### src/rtl/vga_timing_gen_if.sv
// Raster timing bundle: vga_timing_gen drives it through the master modport,
// and the tile engine, sprite engine and line buffer read it through the slave modport.
`timescale 1ns/1ps
interface vga_timing_gen_if #(
    parameter int XW = 11,
    parameter int YW = 10
);
    logic          enable;
    logic [XW-1:0] pix_x;
    logic [YW-1:0] pix_y;
    logic          pix_ce;
    logic          active;
    logic          vga_clk;
    logic          hsync;
    logic          vsync;
    logic          blank_n;
    logic          sync_n;
    logic          render_start;
    logic [YW-1:0] render_line;
    logic          buf_swap;
    logic          vblank_start;
    logic          frame_start;
    logic [15:0]   frame_count;
    logic [YW-1:0] irq_line;
    logic          irq_ack;
    logic          irq_pending;

    modport master (
        input  enable, irq_line, irq_ack,
        output pix_x, pix_y, pix_ce, active, vga_clk, hsync, vsync, blank_n,
               sync_n, render_start, render_line, buf_swap, vblank_start,
               frame_start, frame_count, irq_pending
    );

    modport slave (
        output enable, irq_line, irq_ack,
        input  pix_x, pix_y, pix_ce, active, vga_clk, hsync, vsync, blank_n,
               sync_n, render_start, render_line, buf_swap, vblank_start,
               frame_start, frame_count, irq_pending
    );
endinterface

### src/rtl/vga_timing_gen.sv
// Parametrised VGA raster timing generator with render/swap/vblank scheduling strobes.
// Defining VGA_TIMING_LINE_IRQ_EN adds a sticky line-compare interrupt.
`timescale 1ns/1ps
module vga_timing_gen #(
    parameter int CLK_DIV   = 2,
    parameter int H_ACTIVE  = 640,
    parameter int H_FP      = 16,
    parameter int H_SYNC    = 96,
    parameter int H_BP      = 48,
    parameter int V_ACTIVE  = 480,
    parameter int V_FP      = 10,
    parameter int V_SYNC    = 2,
    parameter int V_BP      = 33,
    parameter int HS_POL    = 0,
    parameter int VS_POL    = 0,
    parameter int SWAP_LEAD = 5,
    parameter int XW        = 11,
    parameter int YW        = 10
) (
    input logic              clk,
    input logic              reset,
    vga_timing_gen_if.master bus
);
    localparam int H_TOTAL  = H_ACTIVE + H_FP + H_SYNC + H_BP;
    localparam int V_TOTAL  = V_ACTIVE + V_FP + V_SYNC + V_BP;
    localparam int DW       = 3;
    localparam int SWAP_IDX = H_TOTAL * CLK_DIV - SWAP_LEAD;

    localparam logic [DW-1:0] DIV_LAST = DW'(CLK_DIV - 1);
    localparam logic [DW-1:0] DIV_HALF = DW'(CLK_DIV / 2);
    localparam logic [DW-1:0] SWAP_DIV = DW'(SWAP_IDX % CLK_DIV);
    localparam logic [XW-1:0] SWAP_X   = XW'(SWAP_IDX / CLK_DIV);
    localparam logic [XW-1:0] H_LAST   = XW'(H_TOTAL - 1);
    localparam logic [XW-1:0] H_ACT    = XW'(H_ACTIVE);
    localparam logic [XW-1:0] HS_START = XW'(H_ACTIVE + H_FP);
    localparam logic [XW-1:0] HS_STOP  = XW'(H_ACTIVE + H_FP + H_SYNC);
    localparam logic [YW-1:0] V_LAST   = YW'(V_TOTAL - 1);
    localparam logic [YW-1:0] V_ACT    = YW'(V_ACTIVE);
    localparam logic [YW-1:0] VS_START = YW'(V_ACTIVE + V_FP);
    localparam logic [YW-1:0] VS_STOP  = YW'(V_ACTIVE + V_FP + V_SYNC);
    localparam logic          HS_ON    = (HS_POL != 0);
    localparam logic          VS_ON    = (VS_POL != 0);

    logic [DW-1:0] div;
    logic [XW-1:0] pix_x;
    logic [YW-1:0] pix_y;
    logic [15:0]   frame_count;
    logic [YW-1:0] render_line;
    logic          run;
    logic          pix_start;
    logic          render_ok;
    logic          vblank_start;

    // Pulses are qualified by reset as well so nothing strobes while reset is held.
    assign run       = bus.enable & ~reset;
    assign pix_start = run & (div == '0) & (pix_x == '0);

    always_ff @(posedge clk or posedge reset) begin
        if (reset) begin
            div         <= '0;
            pix_x       <= '0;
            pix_y       <= '0;
            frame_count <= '0;
        end else if (bus.enable) begin
            if (div == DIV_LAST) begin
                div <= '0;
                if (pix_x == H_LAST) begin
                    pix_x <= '0;
                    pix_y <= (pix_y == V_LAST) ? '0 : pix_y + 1'b1;
                end else begin
                    pix_x <= pix_x + 1'b1;
                end
            end else begin
                div <= div + 1'b1;
            end
            if (vblank_start) begin
                frame_count <= frame_count + 16'd1;
            end
        end
    end

    assign render_line  = (pix_y == V_LAST) ? '0 : pix_y + 1'b1;
    assign render_ok    = (render_line < V_ACT);
    assign vblank_start = pix_start & (pix_y == V_ACT);

    assign bus.pix_x        = pix_x;
    assign bus.pix_y        = pix_y;
    assign bus.pix_ce       = run & (div == '0);
    assign bus.active       = (pix_x < H_ACT) & (pix_y < V_ACT);
    assign bus.blank_n      = (pix_x < H_ACT) & (pix_y < V_ACT);
    assign bus.sync_n       = 1'b0;
    assign bus.vga_clk      = (div >= DIV_HALF);
    assign bus.hsync        = ((pix_x >= HS_START) && (pix_x < HS_STOP)) ? HS_ON : ~HS_ON;
    assign bus.vsync        = ((pix_y >= VS_START) && (pix_y < VS_STOP)) ? VS_ON : ~VS_ON;
    assign bus.render_line  = render_line;
    assign bus.render_start = pix_start & render_ok;
    // Swap point is a linear clock index, split here into pixel column and divider phase.
    assign bus.buf_swap     = run & (pix_x == SWAP_X) & (div == SWAP_DIV) & render_ok;
    assign bus.vblank_start = vblank_start;
    assign bus.frame_start  = pix_start & (pix_y == '0);
    assign bus.frame_count  = frame_count;

`ifdef VGA_TIMING_LINE_IRQ_EN
    logic irq_pending;

    // A new line match takes priority over an acknowledge on the same clock.
    always_ff @(posedge clk or posedge reset) begin
        if (reset) begin
            irq_pending <= 1'b0;
        end else if (pix_start && (pix_y == bus.irq_line)) begin
            irq_pending <= 1'b1;
        end else if (bus.irq_ack) begin
            irq_pending <= 1'b0;
        end
    end

    assign bus.irq_pending = irq_pending;
`else
    logic irq_unused;

    assign irq_unused      = ^{bus.irq_line, bus.irq_ack};
    assign bus.irq_pending = 1'b0;
`endif
endmodule

### src/flat_wrapper.sv
// flat-port wrapper written by rule: the top's interface ports become plain ports
module vga_timing_gen_flat 
#(
    parameter int CLK_DIV   = 2,
    parameter int H_ACTIVE  = 640,
    parameter int H_FP      = 16,
    parameter int H_SYNC    = 96,
    parameter int H_BP      = 48,
    parameter int V_ACTIVE  = 480,
    parameter int V_FP      = 10,
    parameter int V_SYNC    = 2,
    parameter int V_BP      = 33,
    parameter int HS_POL    = 0,
    parameter int VS_POL    = 0,
    parameter int SWAP_LEAD = 5,
    parameter int XW        = 11,
    parameter int YW        = 10
)
  (clk, reset, bus_enable, bus_irq_line, bus_irq_ack, bus_pix_x, bus_pix_y, bus_pix_ce, bus_active, bus_vga_clk, bus_hsync, bus_vsync, bus_blank_n, bus_sync_n, bus_render_start, bus_render_line, bus_buf_swap, bus_vblank_start, bus_frame_start, bus_frame_count, bus_irq_pending);
  vga_timing_gen_if #(.XW(XW), .YW(YW)) bus_i ();
  input logic clk;
  input logic reset;
  input wire logic [$bits(bus_i.enable)-1:0] bus_enable;
  input wire logic [$bits(bus_i.irq_line)-1:0] bus_irq_line;
  input wire logic [$bits(bus_i.irq_ack)-1:0] bus_irq_ack;
  output wire logic [$bits(bus_i.pix_x)-1:0] bus_pix_x;
  output wire logic [$bits(bus_i.pix_y)-1:0] bus_pix_y;
  output wire logic [$bits(bus_i.pix_ce)-1:0] bus_pix_ce;
  output wire logic [$bits(bus_i.active)-1:0] bus_active;
  output wire logic [$bits(bus_i.vga_clk)-1:0] bus_vga_clk;
  output wire logic [$bits(bus_i.hsync)-1:0] bus_hsync;
  output wire logic [$bits(bus_i.vsync)-1:0] bus_vsync;
  output wire logic [$bits(bus_i.blank_n)-1:0] bus_blank_n;
  output wire logic [$bits(bus_i.sync_n)-1:0] bus_sync_n;
  output wire logic [$bits(bus_i.render_start)-1:0] bus_render_start;
  output wire logic [$bits(bus_i.render_line)-1:0] bus_render_line;
  output wire logic [$bits(bus_i.buf_swap)-1:0] bus_buf_swap;
  output wire logic [$bits(bus_i.vblank_start)-1:0] bus_vblank_start;
  output wire logic [$bits(bus_i.frame_start)-1:0] bus_frame_start;
  output wire logic [$bits(bus_i.frame_count)-1:0] bus_frame_count;
  output wire logic [$bits(bus_i.irq_pending)-1:0] bus_irq_pending;
  assign bus_i.enable = bus_enable;
  assign bus_i.irq_line = bus_irq_line;
  assign bus_i.irq_ack = bus_irq_ack;
  assign bus_pix_x = bus_i.pix_x;
  assign bus_pix_y = bus_i.pix_y;
  assign bus_pix_ce = bus_i.pix_ce;
  assign bus_active = bus_i.active;
  assign bus_vga_clk = bus_i.vga_clk;
  assign bus_hsync = bus_i.hsync;
  assign bus_vsync = bus_i.vsync;
  assign bus_blank_n = bus_i.blank_n;
  assign bus_sync_n = bus_i.sync_n;
  assign bus_render_start = bus_i.render_start;
  assign bus_render_line = bus_i.render_line;
  assign bus_buf_swap = bus_i.buf_swap;
  assign bus_vblank_start = bus_i.vblank_start;
  assign bus_frame_start = bus_i.frame_start;
  assign bus_frame_count = bus_i.frame_count;
  assign bus_irq_pending = bus_i.irq_pending;
  vga_timing_gen #(.CLK_DIV(CLK_DIV), .H_ACTIVE(H_ACTIVE), .H_FP(H_FP), .H_SYNC(H_SYNC), .H_BP(H_BP), .V_ACTIVE(V_ACTIVE), .V_FP(V_FP), .V_SYNC(V_SYNC), .V_BP(V_BP), .HS_POL(HS_POL), .VS_POL(VS_POL), .SWAP_LEAD(SWAP_LEAD), .XW(XW), .YW(YW)) u_core (.clk(clk), .reset(reset), .bus(bus_i));
endmodule
### config.mk
export PLATFORM = sky130hd
export DESIGN_NAME = vga_timing_gen_flat
export DESIGN_NICKNAME = d
export VERILOG_FILES = /design/src/rtl/vga_timing_gen_if.sv /design/src/rtl/vga_timing_gen.sv /design/src/flat_wrapper.sv
export SDC_FILE = /design/constraint.sdc
export NUM_CORES = 1
export LEC_CHECK = 0
export ABC_AREA = 1
export CAP_MARGIN = 10
export CORE_MARGIN = 2
export CORE_UTILIZATION = 35
export CTS_CLUSTER_DIAMETER = 150
export CTS_CLUSTER_SIZE = 14
export DETAILED_ROUTE_END_ITERATION = 8
export PLACE_DENSITY = 0.65
export SLEW_MARGIN = 25
export SYNTH_ARGS = -nofsm -noshare
export SYNTH_HDL_FRONTEND = slang
export SYNTH_SLANG_ARGS = --single-unit
### constraint.sdc
create_clock -name clk -period 1.4 [get_ports clk]
set_input_delay 0.21 -clock clk [delete_from_list [all_inputs] [get_ports clk]]
set_output_delay 0.21 -clock clk [all_outputs]
set_load 0.005 [all_outputs]
# Word-level counts from Yosys, hierarchy flattened

Index checks and enable logic that the tools add are counted.

Bits in registers: 40
Bits in latches: 0
Bits in writable memories: 0
Bits in read-only memories: 0
Input port bits: 14
Word-level logic and storage cells: 45
Memories kept: 0

Add/sub/neg operators: 4
Multipliers: 0
Div/mod/pow operators: 0
Magnitude comparators: 8
Equal/unequal tests: 5
Shift-type cells: 0
Multiplexer cells: 5
Bitwise operators: 11
Reductions and logical operators: 8

Operator list:

| cell                                                                    | number |
|---|---|
| 10-bit by 9-bit < comparator with 1-bit output, second input constant   | 3 |
| 11-bit by 10-bit equality test with 1-bit output, second input constant | 2 |
| 11-bit by 10-bit < comparator with 1-bit output, second input constant  | 2 |
| 16-bit by 1-bit adder with 16-bit output, second input constant         | 1 |
| 11-bit by 1-bit adder with 11-bit output, second input constant         | 1 |
| 11-bit by 10-bit >= comparator with 1-bit output, second input constant | 1 |
| 11-bit logical NOT                                                      | 1 |
| 11-bit two-way mux                                                      | 1 |
| 10-bit by 1-bit adder with 10-bit output, second input constant         | 1 |
| 1-bit AND                                                               | 10 |
| 10-bit equality test, second input constant                             | 1 |
| 10-bit by 9-bit equality test with 1-bit output, second input constant  | 1 |
| 10-bit by 9-bit >= comparator with 1-bit output, second input constant  | 1 |
| 10-bit logical NOT                                                      | 1 |
| 10-bit two-way mux                                                      | 1 |
| 2-bit AND reduction                                                     | 2 |
| 3-bit by 1-bit adder with 3-bit output, second input constant           | 1 |
| 3-bit by 1-bit equality test with 1-bit output, second input constant   | 1 |
| 3-bit by 1-bit >= comparator with 1-bit output, second input constant   | 1 |
| 3-bit logical NOT                                                       | 1 |
| 3-bit two-way mux                                                       | 1 |
| 3-bit AND reduction                                                     | 1 |
| 1-bit logical AND                                                       | 2 |
| 1-bit two-way mux                                                       | 2 |
| 1-bit inverter                                                          | 1 |

# Logic depth before layout (Yosys ltp)

Word-level depth: 6
Mapped depth: 10
Mapped depth without buffers: 10

# Worst setup path after synthesis

OpenSTA, ideal clock, no wires.

Path type: reg2reg
Start point: reg u_core.pix_x[0], in the netlist u_core.bus.pix_x[0]
End point: reg u_core.frame_count[0], in the netlist u_core.bus.frame_count[0]
Library setup time: 0.120 ns
Arrival: 1.430 ns
Required time: 1.280 ns
Slack: -0.150 ns
Cell stages (with the launch flop): 9
Path buffers: 1
Period minus slack after synthesis: 1.550 ns
Cell sequence: dfrtp_1 inv_1 ha_1 nand3_1 nor2_1 nand3_4 buf_2 o21ai_1 nand2_1

Word-level cells in the longest chain between the ends: 4

Ends and longest elaborated chain:

| what                                 | line                 | source |
|---|---|---|
| from (decl)                          | vga_timing_gen.sv:45 | `logic [XW-1:0] pix_x;` |
| from (signal assigned)               | vga_timing_gen.sv:71 | `pix_x <= pix_x + 1'b1;` |
| 11-bit logical NOT                   | vga_timing_gen.sv:56 | `assign pix_start = run & (div == '0) & (pix_x == '0);` |
| 1-bit AND                            | vga_timing_gen.sv:56 |  |
| 1-bit AND                            | vga_timing_gen.sv:84 | `assign vblank_start = pix_start & (pix_y == V_ACT);` |
| 2-bit AND reduction (no source line) | -                    |  |
| to (signal assigned)                 | vga_timing_gen.sv:77 | `frame_count <= frame_count + 16'd1;` |
| to (decl)                            | vga_timing_gen.sv:47 | `logic [15:0] frame_count;` |

Every way passes these cells.
A chain may end at the register's enable or synchronous reset.

# Worst setup path after layout

Start point: reg u_core.pix_y[1], in the netlist u_core.bus.pix_y[1]
End point: out bus_render_start

Word-level cells in the longest chain between the ends: 4
Elaborated cells between the ends (all ways): 5

Ends and longest elaborated chain:

| what                                                                             | line                 | source |
|---|---|---|
| from (decl)                                                                      | vga_timing_gen.sv:46 | `logic [YW-1:0] pix_y;` |
| from (signal assigned)                                                           | vga_timing_gen.sv:69 | `pix_y <= (pix_y == V_LAST) ? '0 : pix_y + 1'b1;` |
| 10-bit by 1-bit adder with 10-bit output or 10-bit equality test (tied branches) | vga_timing_gen.sv:82 | `assign render_line = (pix_y == V_LAST) ? '0 : pix_y + 1'b1;` |
| 10-bit two-way mux *                                                             | vga_timing_gen.sv:82 |  |
| 10-bit by 9-bit < comparator with 1-bit output *                                 | vga_timing_gen.sv:83 | `assign render_ok = (render_line < V_ACT);` |
| 1-bit AND *                                                                      | vga_timing_gen.sv:96 | `assign bus.render_start = pix_start & render_ok;` |
| to (decl)                                                                        | flat_wrapper.sv:35   | `output wire logic [$bits(bus_i.render_start)-1:0] bus_render_start;` |

Every way passes the cells marked *; elsewhere a longest branch is shown, timed or not.

==> results.md <==
* Register area share after synthesis at 0.369
* Crit path cell chain: buf_6, ha_4, inv_4, nor2_4, nand2_1, nand2_1, nand2_1, nor2_1, nand2_1, nand2_2, nor2_4, buf_2
* Most common cell on crit path: nand2_1
* Total grt overflow at 0
* GRT Resource Usage Total at 0.271
* Fin Clk Skew at 10.8 ps
* H-Tree Depth at 2
* Xor-xnor portion of the synthesized cell area at 0.0452
* CP required at 1190 ps
* Placer Congestion at 0.903
* Buffers on Ports at 59
* Pleak at 3.09 nW
* Placed insts at 647
* Root buf cell: clkbuf_8
* Post-synthesis adder-cell area fraction at 0.0277
* Antenna violations before repair at 0
* DRC errors left at 0
* First-pass GRT wire length at 18.3 mm
* Worst path slowest cell: dfrtp_1
* Post-synth cell types at 31
* Starting density of the core at 0.356
* Die area at 8470 µm²
* CP delay by family, top: simple AND/OR/NAND/NOR gates
* # rows at 32
* Core Area at 7610 µm²
* Routed WL per cell at 16.9 µm
* Die Wd at 92.0 µm
* Min Tclk post-route at 2170 ps
* Final Setup Violations at 58
* R2r setup slk at -390 ps
* Max cap viols at 0
* Largest stage delay, worst path at 410 ps
* CTS tree: done
* Mux contribution to synthesized area at 0
* Failing checks: setup timing
* Worst-path maximum fanout at 3
* RR Startpoint: u_core.bus.pix_y[2]$_DFFE_PP0P_
* Area delta synth->final at 109%
* Worst-Skew Late Latency at 300 ps
* Min setup slack post-route at -774 ps
* Routed Antenna Nets at 0
* Final hold vios at 0
* Number of synthesized register bits at 40
* Launch point of the worst path: u_core.bus.pix_y[1]$_DFFE_PP0P_
* Vias in the first global route at 3824
* 1st-pass router iterations at 5
* Area after DPL at 4180 µm²
* Share of Yosys cell area claimed by the top area cell type at 0.369
* Layout net count at 662
* Status: finished, violations left
* Pwr dens at 714 nW/µm²
* CP startpoint kind: register
* Fin crit share at 1.55
* Top cells by area, synth: dfrtp_1 37%, nand2_1 16%, inv_1 7.6%, nand3_1 6.3%, nor2_1 5.3%
* Non-Filler Instances at 745
* Largest net degree at the start of global routing at 30
* Via Count at 3858
* Final Cell Area at 5670 µm²
* Total wire length at 12.6 mm
* Post-Syn Area at 2710 µm²
* Vias per cell at 5.18
* Synth Area in Simple Gates at 0.381
* Initial DRC count at 272
* Achievable Freq at 460 MHz
* Post-synth top area cell: dfrtp_1
* Critical path type: register to primary output
* Final Max Slew Viols at 0
* Crit path DAT at 1960 ps
* YS warnings at 0
* Bufs on Longest Clock Path at 2
* Worst IR Drop VDD at 1.08 mV
* CP Capture Type: primary output
* Largest family of logic cells by synthesized area: simple AND/OR/NAND/NOR gates
* Buf+Inv Stages, Crit Path at 3
* Compound-gate portion of the synthesized area at 0.0706
* Hold Crit Class: input port to async pin
* Clock Pin Slew Worst Setup and Hold Paths at 90 ps
* CTS Sinks at 40
* Die Span Y at 92.0 µm
* Worst r2r dst: u_core.bus.frame_count[14]$_DFFE_PP0P_
* Worst r2r path cells at 9
* # diodes at 0
* Post-Syn Instances at 393
* Layout cells sized above 1 at 0.571
* Hpwl dp at 6.28 mm
* Syn Area/Cell at 6.90 µm²
* TritonCTS buffer count at 5
* IO Pins at 73
* RSZ-0062 raised after global routing: yes
-- worst max-delay path by stage --
stage	endpoint	slack, ps	cells after the start
after floorplan	bus_buf_swap	-40	8
after global placement	bus_buf_swap	-750	6
after detailed placement	bus_buf_swap	-710	6
after CTS	bus_render_start	-570	11
after global routing	bus_buf_swap	-830	11
final	bus_render_start	-770	12
-- placed cells by master (no fill, tap or decap), types with 3 or more instances in the layout --
master | Yosys | final
clkbuf_2 | 0 | 9
dlymetal6s2s_1 | 0 | 10
dfrtp_1 | 40 | 26
ha_4 | 0 | 4
nor2_1 | 38 | 21
nor2_4 | 1 | 13
inv_2 | 0 | 11
inv_1 | 55 | 37
nand2_4 | 0 | 6
nor3_4 | 1 | 5
clkbuf_8 | 0 | 5
nor3_1 | 19 | 10
xor2_1 | 12 | 12
nand4_1 | 13 | 13
o21ai_0 | 19 | 5
dfrtp_2 | 0 | 14
nor3_2 | 0 | 5
buf_4 | 3 | 119
nand2_1 | 114 | 83
nor2_2 | 1 | 7
clkdlybuf4s50_1 | 0 | 3
o21ai_2 | 0 | 12
o21ai_1 | 13 | 14
nand3_4 | 1 | 4
buf_6 | 1 | 79
clkdlybuf4s15_1 | 0 | 4
nand3_1 | 34 | 17
nand3_2 | 1 | 16
buf_2 | 5 | 15
dlygate4sd2_1 | 0 | 8
nand2_2 | 2 | 25
inv_4 | 0 | 7
-- cell families (layout without fill, tap and decap cells) --
logic type                 count (synthesis)  in the layout
AOI/OAI and AO/OA                         37             37
xor gates and xnor gates                  14             14
adders and majority gates                  6              6
buffers and inverters                     66            313
DFF                                       40             40
other                                      1              2
and+or+nand+nor                          229            231
-- worst min-delay path, stage by stage --
cell	delay (ps)
clkdlybuf4s50_1	450
buf_4	170
inv_1	110
buf_12	210
-- state kept, by name, indices dropped and copies added (netlist names) --
register                count
u_core.div                  3
u_core.bus.pix_x           11
u_core.bus.pix_y           10
u_core.bus.frame_count     16
-- layout make-up --
class	instances	area [µm²]
repair buffers	249	2200
multi-input cells	290	1980
fillers	489	1940
flip-flops and latches	40	1020
inverters	56	229
well taps	102	128
clock buffers	6	72.6
clock inverters	2	35.0
-- report_power, final --
| part | internal (mW) | switching (mW) |
|---|---|---|
| clock | 0.530 | 0.446 |
| combinational | 0.881 | 0.844 |
| sequential | 1.25 | 0.0983 |
| total | 2.66 | 1.39 |
-- synthesized netlist by cell type, drive strengths merged --
library cell	number
dfrtp	40
a211o	1
nor3b	1
buf	10
nand3	36
nand3b	1
xnor2	2
o21ai	32
clkinv	1
a21oi	3
nand4	13
nor3	20
nor2	41
nand2	116
conb	1
a211oi	1
ha	6
nor4	1
inv	55
xor2	12
-- metrics by stage --
step	hold WS [ps]	TNS, ps	setup WS, ps	power (mW)	util
after detailed placement	513	-22010	-708	2.44	0.550
after global routing	503	-21250	-834	4.21	0.745
after global placement	498	-20870	-754	2.43	0.550
after floorplan	354	-372	-44.2	1.75	-
final	488	-17690	-774	4.05	0.745
after CTS	458	-13800	-567	3.72	0.691
-- what timing repair did --
action,CTS,global route
cloned,4,0
pin swaps,70,51
gates resized for setup,283,126
setup endpoints to repair,91,78
setup buffers,76,31
hold buffers,0,0
-- per-layer routing --
| layer | GRT usage | share of wire |
|---|---|---|
| met1 | 0.333 | 0.39 |
| met2 | 0.485 | 0.52 |
| met3 | 0.0345 | 0.053 |
| met4 | 0.102 | 0.033 |
| met5 | 0 | 0 |
No activity file was read; power rests on OpenSTA's default activity.
